==> config.mk <==
export PLATFORM = sky130hd
export DESIGN_NAME = tc_hex_scheduler
export DESIGN_NICKNAME = d
export VERILOG_FILES = /design/src/rtl/tc_disp_pkg.sv /design/src/rtl/rr_arbiter.sv /design/src/rtl/tc_hex_scheduler.sv
export SDC_FILE = /design/constraint.sdc
export NUM_CORES = 1
export LEC_CHECK = 0
export BUFFER_PORTS_ARGS = -buffer_cell sky130_fd_sc_hd__clkbuf_2
export CORE_MARGIN = 8
export CORE_UTILIZATION = 35
export CTS_BUF_LIST = sky130_fd_sc_hd__clkbuf_2
export CTS_CLUSTER_SIZE = 8
export DETAILED_ROUTE_END_ITERATION = 16
export HOLD_SLACK_MARGIN = 0.08
export MAX_ROUTING_LAYER = met4
export SYNTH_ARGS = -nofsm -noshare
export SYNTH_HDL_FRONTEND = slang
export SYNTH_HIERARCHICAL = 1
export SYNTH_SLANG_ARGS = --single-unit
==> constraint.sdc <==
create_clock -name clk -period 2.2 [get_ports clk]
set_clock_uncertainty 0.1 [all_clocks]
set_input_delay 0.22 -clock clk [delete_from_list [all_inputs] [get_ports clk]]
set_output_delay 0.22 -clock clk [all_outputs]
set_load 0.01 [all_outputs]
==> src/rtl/tc_disp_pkg.sv <==
// Shared types and constants for the time-shared hex display scheduler.
package tc_disp_pkg;

  typedef enum logic [1:0] {
    StIdle,
    StGrant,
    StDecode,
    StWrite
  } state_e;

  localparam int unsigned NchDefault   = 4;
  localparam logic [6:0]  BlankPattern = 7'h7F;

  // Width of a channel index; at least one bit even for tiny channel counts.
  function automatic int unsigned ptr_width(input int unsigned n);
    return (n > 1) ? $clog2(n) : 1;
  endfunction

endpackage

==> src/rtl/rr_arbiter.sv <==
// Round-robin pick: lowest requesting index at or after rr_ptr, wrapping modulo NCH.
module rr_arbiter
  import tc_disp_pkg::*;
#(
  parameter int unsigned NCH = NchDefault,
  localparam int unsigned PW = ptr_width(NCH)
) (
  input  logic [NCH-1:0] req,
  input  logic [PW-1:0]  rr_ptr,
  output logic [PW-1:0]  winner,
  output logic           any
);

  // Scan from farthest to nearest so the nearest requester overwrites the rest.
  always_comb begin
    winner = '0;
    any    = |req;
    for (int k = int'(NCH) - 1; k >= 0; k--) begin
      if (req[(int'(rr_ptr) + k) % int'(NCH)]) begin
        winner = PW'((int'(rr_ptr) + k) % int'(NCH));
      end
    end
  end

endmodule

==> src/rtl/tc_hex_scheduler.sv <==
// Time-shares one external two's-complement 7-segment decoder among NCH channels,
// each update taking GRANT -> DECODE -> WRITE with round-robin arbitration.
module tc_hex_scheduler
  import tc_disp_pkg::*;
#(
  parameter int unsigned NCH   = NchDefault,
  parameter logic [6:0]  BLANK = BlankPattern
) (
  input  logic             clk,
  input  logic             reset,
  input  logic             clear,
  input  logic [NCH-1:0]   req,
  input  logic [4*NCH-1:0] val,
  output logic [NCH-1:0]   ack,
  output logic [3:0]       dec_n,
  input  logic [6:0]       dec_sign,
  input  logic [6:0]       dec_mag,
  output logic [7*NCH-1:0] hex_sign,
  output logic [7*NCH-1:0] hex_mag,
  output logic             busy
);

  localparam int unsigned PW = ptr_width(NCH);

  state_e           state_q;
  logic [PW-1:0]    rr_ptr_q, rr_ptr_d;
  logic [PW-1:0]    win_q;
  logic [PW-1:0]    winner;
  logic             any;
  logic             launch;
  logic [NCH-1:0]   ack_q, grant_d;
  logic [3:0]       dec_n_q;
  logic [6:0]       sign_q, mag_q;
  logic [7*NCH-1:0] hex_sign_q, hex_mag_q;

  rr_arbiter #(
    .NCH (NCH)
  ) u_arb (
    .req    (req),
    .rr_ptr (rr_ptr_q),
    .winner (winner),
    .any    (any)
  );

  always_comb begin
    rr_ptr_d = (winner == PW'(NCH - 1)) ? '0 : winner + 1'b1;
    grant_d  = NCH'(1) << winner;
    launch   = any && ((state_q == StIdle) || (state_q == StWrite));
  end

  always_ff @(posedge clk) begin
    if (reset) begin
      state_q    <= StIdle;
      rr_ptr_q   <= '0;
      win_q      <= '0;
      ack_q      <= '0;
      dec_n_q    <= '0;
      sign_q     <= BLANK;
      mag_q      <= BLANK;
      hex_sign_q <= {NCH{BLANK}};
      hex_mag_q  <= {NCH{BLANK}};
    end else if (clear) begin
      // Abort any in-flight update; rr_ptr keeps its place in the rotation.
      state_q    <= StIdle;
      ack_q      <= '0;
      hex_sign_q <= {NCH{BLANK}};
      hex_mag_q  <= {NCH{BLANK}};
    end else begin
      ack_q <= '0;
      unique case (state_q)
        StIdle: ;
        StGrant: begin
          dec_n_q <= val[4*int'(win_q) +: 4];
          state_q <= StDecode;
        end
        StDecode: begin
          sign_q  <= dec_sign;
          mag_q   <= dec_mag;
          state_q <= StWrite;
        end
        StWrite: begin
          hex_sign_q[7*int'(win_q) +: 7] <= sign_q;
          hex_mag_q[7*int'(win_q) +: 7]  <= mag_q;
          state_q                        <= StIdle;
        end
        default: state_q <= StIdle;
      endcase
      if (launch) begin
        win_q    <= winner;
        rr_ptr_q <= rr_ptr_d;
        ack_q    <= grant_d;
        state_q  <= StGrant;
      end
    end
  end

  assign ack      = ack_q & ~{NCH{clear}};
  assign dec_n    = dec_n_q;
  assign hex_sign = hex_sign_q;
  assign hex_mag  = hex_mag_q;
  assign busy     = (state_q != StIdle);

endmodule

==> metrics.txt, run 1 <==
WP data required ~2.6 ns; maxcap violations 0; Final Cell Area 4280 µm²; clk root buf clkbuf_2; DP HPWL 6.56 mm; EDFF count, synth 0; most frequent cells in the layout clkbuf_2, dfxtp_1, a221o_1; CTS sink cnt 84; IO buf count about 100; residual DRC count 0; vias in the first global route around 2700; num rows 35; Die Y around 110 µm; Syn Nets 330; Final nets between 400 and 500; Setup Fix Bufs, Post-CTS 0; Area after DPL 3890 µm²; status finished, final reports clean; main combinational cell family by area after synthesis compound AO/OA/AOI/OAI gates; overall global routing resource usage between 10% and 20%; vias 2718; Compound-Gate Fraction of Synth Area ~22%; async set-reset flop share out of synthesis 0%; CTS buffer count 9; IR drop worst, VDD 0.250 mV; starting DRC count in detailed routing 244; Setup TNS Final 0 ns; WS Path Type input port to flip-flop; crit start category input port; Final min period 2.14 ns; total grt overflow 0; antenna violations before repair 1; CTS tree built; CTS max path bufs 2; Post-Synth Adder-Cell Area 4.53%; PwrDens between 500 and 600 nW/µm²; highest clock rate ~470 MHz; largest net degree at the start of global routing 59; WP data arrival 2.50 ns; initial core utilization a little over a third; DR pass1 iterations 4; Lkg Pwr 1.70 nW; Slew HR between 20 and 30%; Cell variety after synth 33; Horiz. Die Dim ~110 µm; Mean Syn Cell Area 11.8 µm²; Slew Viols, Final 0; gpl congestion 0.794; antenna-violating nets left 0; Synth Area in Simple Gates a little under an eighth; worst slew pin tran approximately 1.1 ns; core box area between 9000 and 10000 µm²; Crit. End Element flip-flop; Syn. warnings 6; commonest non-fill, non-tap cell in the layout clkbuf_2; Synth Area in XOR/XNOR 0%; #FFs+latches synth 84; WL final roughly 9.4 mm; share of layout cells above drive strength 1 approximately a third; RSZ-0062 raised after global routing false; register area share after synthesis 50.7%; Placed Instances 497; CTS clk-pin slew, worst paths approximately 0.24 ns; Ports roughly 100; Clk Latency, worst-skew pair ~0.52 ns; final std cells w/o fill approximately 540; Synth Flop Type dfxtp_1; fin crit share between 90 and 100%; total number of H-tree levels 3; first-pass GRT wire length approximately 15 mm; Post-Syn Area ~3300 µm²; Finish-stage setup viols 0; min-delay worst type input port to flip-flop; cell count after synthesis around 280; final hold viol count 0; synthesis-to-finish area growth 28.9%; mux contribution to synthesized area under 10%; CP Max Fanout 3; die footprint ~13000 µm²; Via-to-Cell Ratio 5.02; WL/cell about 17 µm
-- power breakdown --
part           switching, mW  internal, mW
registers             0.0153          1.54
clock network          0.576         0.168
logic                  0.124         0.135
total                  0.715          1.85
-- worst max-delay path, cell delays in order --
cell	delay, ns
dlygate4sd3_1	0.53
clkbuf_2	0.12
nor2_1	0.13
dlygate4sd3_1	0.56
nand2_1	0.06
dlygate4sd3_1	0.57
nor2b_1	0.14
nor3_1	0.17
-- cell families (layout without fill, tap and decap cells) --
group                      Yosys count  after routing
other                                0              1
and+or+nand+nor                     61             61
muxes                               13             13
buffers and inverters               30            160
adders and majority gates           12             12
AOI/OAI and AO/OA                   81             81
DFF                                 84             84
-- worst paths after layout --
path,from,to,slack [ns],depth (start not counted)
setup / recovery,req[2],state_q[1],0.06,8
hold / removal,clear,ack_q[0],0.16,4
setup reg to reg,win_q[0],dec_n[1],0.11,5
hold reg to reg,hex_sign[9],hex_sign[9],0.41,2
-- synth_stat cells, drive strengths merged, types with 3 or more instances --
| library cell | count | share of area, % |
|---|---|---|
| nor3 | 3 | 0.60 |
| a221o | 52 | 16 |
| clkbuf | 8 | 0.91 |
| nand2 | 8 | 0.91 |
| nor2 | 15 | 1.7 |
| buf | 16 | 4.1 |
| mux2i | 9 | 2.7 |
| mux4 | 4 | 2.7 |
| inv | 6 | 0.68 |
| nand2b | 3 | 0.57 |
| a21oi | 8 | 1.2 |
| ha | 12 | 4.5 |
| nor2b | 20 | 3.8 |
| and4bb | 3 | 1.2 |
| a211o | 14 | 3.7 |
| dfxtp | 84 | 51 |
-- area by class of cell --
| class | instances | area [µm²] |
|---|---|---|
| sequential | 84 | 1680 |
| tap | 129 | 161 |
| clock inverter | 7 | 58.8 |
| antenna | 1 | 2.50 |
| clock buffer | 9 | 45.0 |
| inverter | 6 | 22.5 |
| multi-input combinational | 167 | 1450 |
| timing repair buffer | 138 | 855 |
| fill | 857 | 4960 |
-- stage by stage --
stage / utilization, % / total power, mW / worst slack, ns / hold WS (ns)
2_1_floorplan: - / 1.73 / 0.261 / 0.238
3_3_place_gp: 42.2 / 1.79 / 0.256 / 0.325
3_5_place_dp: 42.2 / 1.80 / 0.230 / 0.329
4_1_cts: 46.2 / 2.58 / 0.118 / 0.124
5_1_grt: 46.3 / 2.69 / 0.0297 / 0.115
6_report: 46.3 / 2.56 / 0.0633 / 0.162
-- per-layer routing --
layer / global-route usage [%] / vias up / wire, µm
met3: 2.93 / 12 / 333
met1: 19.7 / 1312 / 4530
met2: 22.5 / 62 / 4380
li1: - / 1332 / -
met5: - / - / 0
met4: 6.22 / 0 / 144
-- sequential cells by signal, summed over array words and instances (netlist names) --
name and flops:
ack_q 4, dec_n 4, hex_mag 28, hex_sign 28
mag_q 7, rr_ptr_q 2, sign_q 7, state_q 2
win_q 2
-- repair_timing --
item                                    4_1_cts  5_1_grt
resized for setup                             0        1
hold endpoints to repair                     28        0
hold buffers                                 27        0
endpoints found under the setup margin        0        1
No activity file was read; power rests on OpenSTA's default activity.
==> inputs of run 2 (changes only) <==
Settings changed: SYNTH_HIERARCHICAL 1 to not set.
==> run 2 against run 1 <==
Effect of this change:
- core utilization shrank 0.15 points
- wire length is 4.7% lower
- flip-flop and latch count is the same
- clock power grew 1%
- total power is 0.20% higher
- worst hold slack better by 0.017 ns
- global-route usage is 0.70 points lower
- area after synthesis down 1.3%
- non-clock buffer count shrank 3
- worst setup slack gained 0.079 ns
- fmax increased by 3.8%
- largest power group unchanged
==> metrics.txt, run 2 <==
CTS tree built; total grt overflow 0 (unchanged); CTS clk-pin slew, worst paths 0.23 ns (about the same); post-synth top area cell dfxtp_1; maxcap violations 0 (unchanged); DP HPWL 6.43 mm (-1.9%); largest net degree at the start of global routing 59 (unchanged); R2R setup slack 0.14 ns (+0.03 ns); Synth Flop Type dfxtp_1; final hold viol count 0 (unchanged); residual DRC count 0 (unchanged); EDFF count, synth 0 (unchanged); multi-input logic area 1430 µm² (-1.3%); switching power total 0.720 mW (+0.73%); CTS sink cnt 84 (unchanged); IO buf count 101 (unchanged); gpl congestion 0.766 (-3.5%); Lkg Pwr 1.67 nW (-1.3%); Seq pwr share 60.6% (-0.3 points); sw frac 28.1% (+0.15 points); share of layout cells above drive strength 1 35.5% (+1.6 points); CTS max path bufs 2 (unchanged); WS Path Type flip-flop to flip-flop; top cells by count, synth dfxtp_1, a221o_1, nor2b_1; overall global routing resource usage 14.4% (-0.70 points); largest cells by area after synthesis dfxtp_1, a221o_1, a211o_1; CP Max Fanout 12 (+9); antenna violations before repair 1 (unchanged); status finished, final reports clean; total power 2.57 mW (+0.20%); Syn. warnings 0 (-6); fin crit share 93.5% (-3.6 points); Slew HR 31.2% (+3.7 points); async set-reset flop share out of synthesis 0% (unchanged); Setup WS pre-CTS 0.179 ns (-0.0516 ns); commonest non-fill, non-tap cell in the layout clkbuf_2; die footprint 12700 µm² (-1.1%); min-delay worst type input port to flip-flop; Slew Viols, Final 0 (unchanged); Clk Latency, worst-skew pair 0.52 ns (about the same); WP data arrival 2.40 ns (-0.10 ns); most frequent cells in the layout clkbuf_2, dfxtp_1, a221o_1; Setup TNS Final 0 ns (unchanged); vias in the first global route 2692 (-1.5%); Setup Fix Bufs, Post-CTS 0 (unchanged); Register Area 1680 µm² (unchanged); Die Y 113 µm (-0.55%); clk root buf clkbuf_2; Via-to-Cell Ratio 5.26 (+4.7%); Ports 102 (unchanged); num rows 35 (unchanged); WL final 8.95 mm (-4.7%); Crit. End Element flip-flop; Syn Nets 329 (-0.30%); CTS buffer count 9 (unchanged); cell internal pwr 1.85 mW (about the same); Logic pwr share 10.0% (about the same); vias 2741 (+0.85%); antenna-violating nets left 0 (unchanged); starting DRC count in detailed routing 164 (-33%); Horiz. Die Dim 113 µm (-0.55%); RSZ-0062 raised after global routing false; register area share after synthesis 51.4% (+0.66 points); Final min period 2.06 ns (-0.0788 ns); fillers 879 (+2.6%); Post-Syn Area 3270 µm² (-1.3%); most frequent cell after synthesis dfxtp_1; Cell variety after synth 37 (+12%); crit start category flip-flop; initial core utilization 35.8% (-0.12 points); core box area 9150 µm² (-0.95%); synthesis-to-finish area growth 28.9% (about the same); cell count after synthesis 282 (+0.36%); highest clock rate 486 MHz (+3.8%); worst slew pin tran 1.03 ns (-0.0555 ns); Synth top area share 51.4% (+0.66 points); PwrDens 608 nW/µm² (+1.5%); Clk pwr share 29.4% (+0.4 points); Final nets 451 (-0.88%); WP data required 2.54 ns (-0.03 ns); Mean Syn Cell Area 11.6 µm² (-1.6%); Area after DPL 3840 µm² (-1.4%); first-pass GRT wire length 14.2 mm (-4.7%); total number of H-tree levels 3 (unchanged); WL/cell 17.2 µm (-1.0%); #FFs+latches synth 84 (unchanged); IR drop worst, VDD 0.235 mV (-6.0%); Finish-stage setup viols 0 (unchanged); DR pass1 iterations 4 (unchanged); Final Cell Area 4220 µm² (-1.3%); fin worst setup slack 0.142 ns (+0.0788 ns)
[run 2: metrics by stage]
stage / std cells / hold WS, ns / utilization, %
floorplan: 282 / 0.238 / -
global placement: 477 / 0.322 / 42.0
detailed placement: 477 / 0.328 / 42.0
CTS: 520 / 0.144 / 46.1
global route: 521 / 0.191 / 46.1
finish: 521 / 0.179 / 46.1
[run 2: critical path: stages (launching register included)]
cell,delay (ns)
dfxtp_1,0.38
buf_4,0.22
mux4_2,0.53
dlygate4sd3_1,0.57
mux2i_1,0.13
nor2_1,0.05
[run 2: area by class of cell]
type	instances	share of cell area [%]
Inverter	9	0.800
Sequential cell	84	39.8
Clock inverter	7	1.45
Timing Repair Buffer	135	19.6
Clock buffer	9	1.07
Antenna cell	1	0.0593
Tap cell	111	3.29
Multi-Input combinational cell	165	33.9
[run 2: final timing paths]
path | startpoint | to | depth (start not counted)
hold reg to reg | hex_mag[6] | hex_mag[6] | 1
setup / recovery | win_q[0] | dec_n[0] | 5
hold / removal | req[1] | ack_q[1] | 4
setup reg to reg | win_q[0] | dec_n[0] | 5
[run 2: power by group through the flow]
| stage | Clock [mW] | Sequential [mW] | Combinational [mW] |
|---|---|---|---|
| 2_1_floorplan | 0 | 1.59 | 0.139 |
| 3_3_place_gp | 0 | 1.58 | 0.206 |
| 3_5_place_dp | 0 | 1.58 | 0.211 |
| 4_1_cts | 0.767 | 1.56 | 0.256 |
| 5_1_grt | 0.828 | 1.56 | 0.282 |
| 6_report | 0.755 | 1.56 | 0.255 |
[run 2: routing by layer]
layer / part of all wire [%] / wire (µm) / track usage (%)
met3: 4.9 / 435 / 2.18
met4: 2.4 / 218 / 7.46
met1: 45 / 4070 / 18.2
met2: 47 / 4230 / 22.1
met5: 0 / 0 / -
[run 2: timing repair]
action / CTS / global route
hold buffers: 27 / 0
endpoints found under the setup margin: 0 / 14
hold endpoints to repair: 26 / 0
gates resized for setup: 0 / 1
[run 2: logic make-up after synthesis]
logic type,Yosys count,share of synthesized area (%)
AOI/OAI and AO/OA,85,23.8
DFF,84,51.4
and+or+nand+nor,60,11.2
buffers and inverters,33,5.12
adders and majority gates,10,3.82
muxes,9,4.43
xor gates and xnor gates,1,0.268
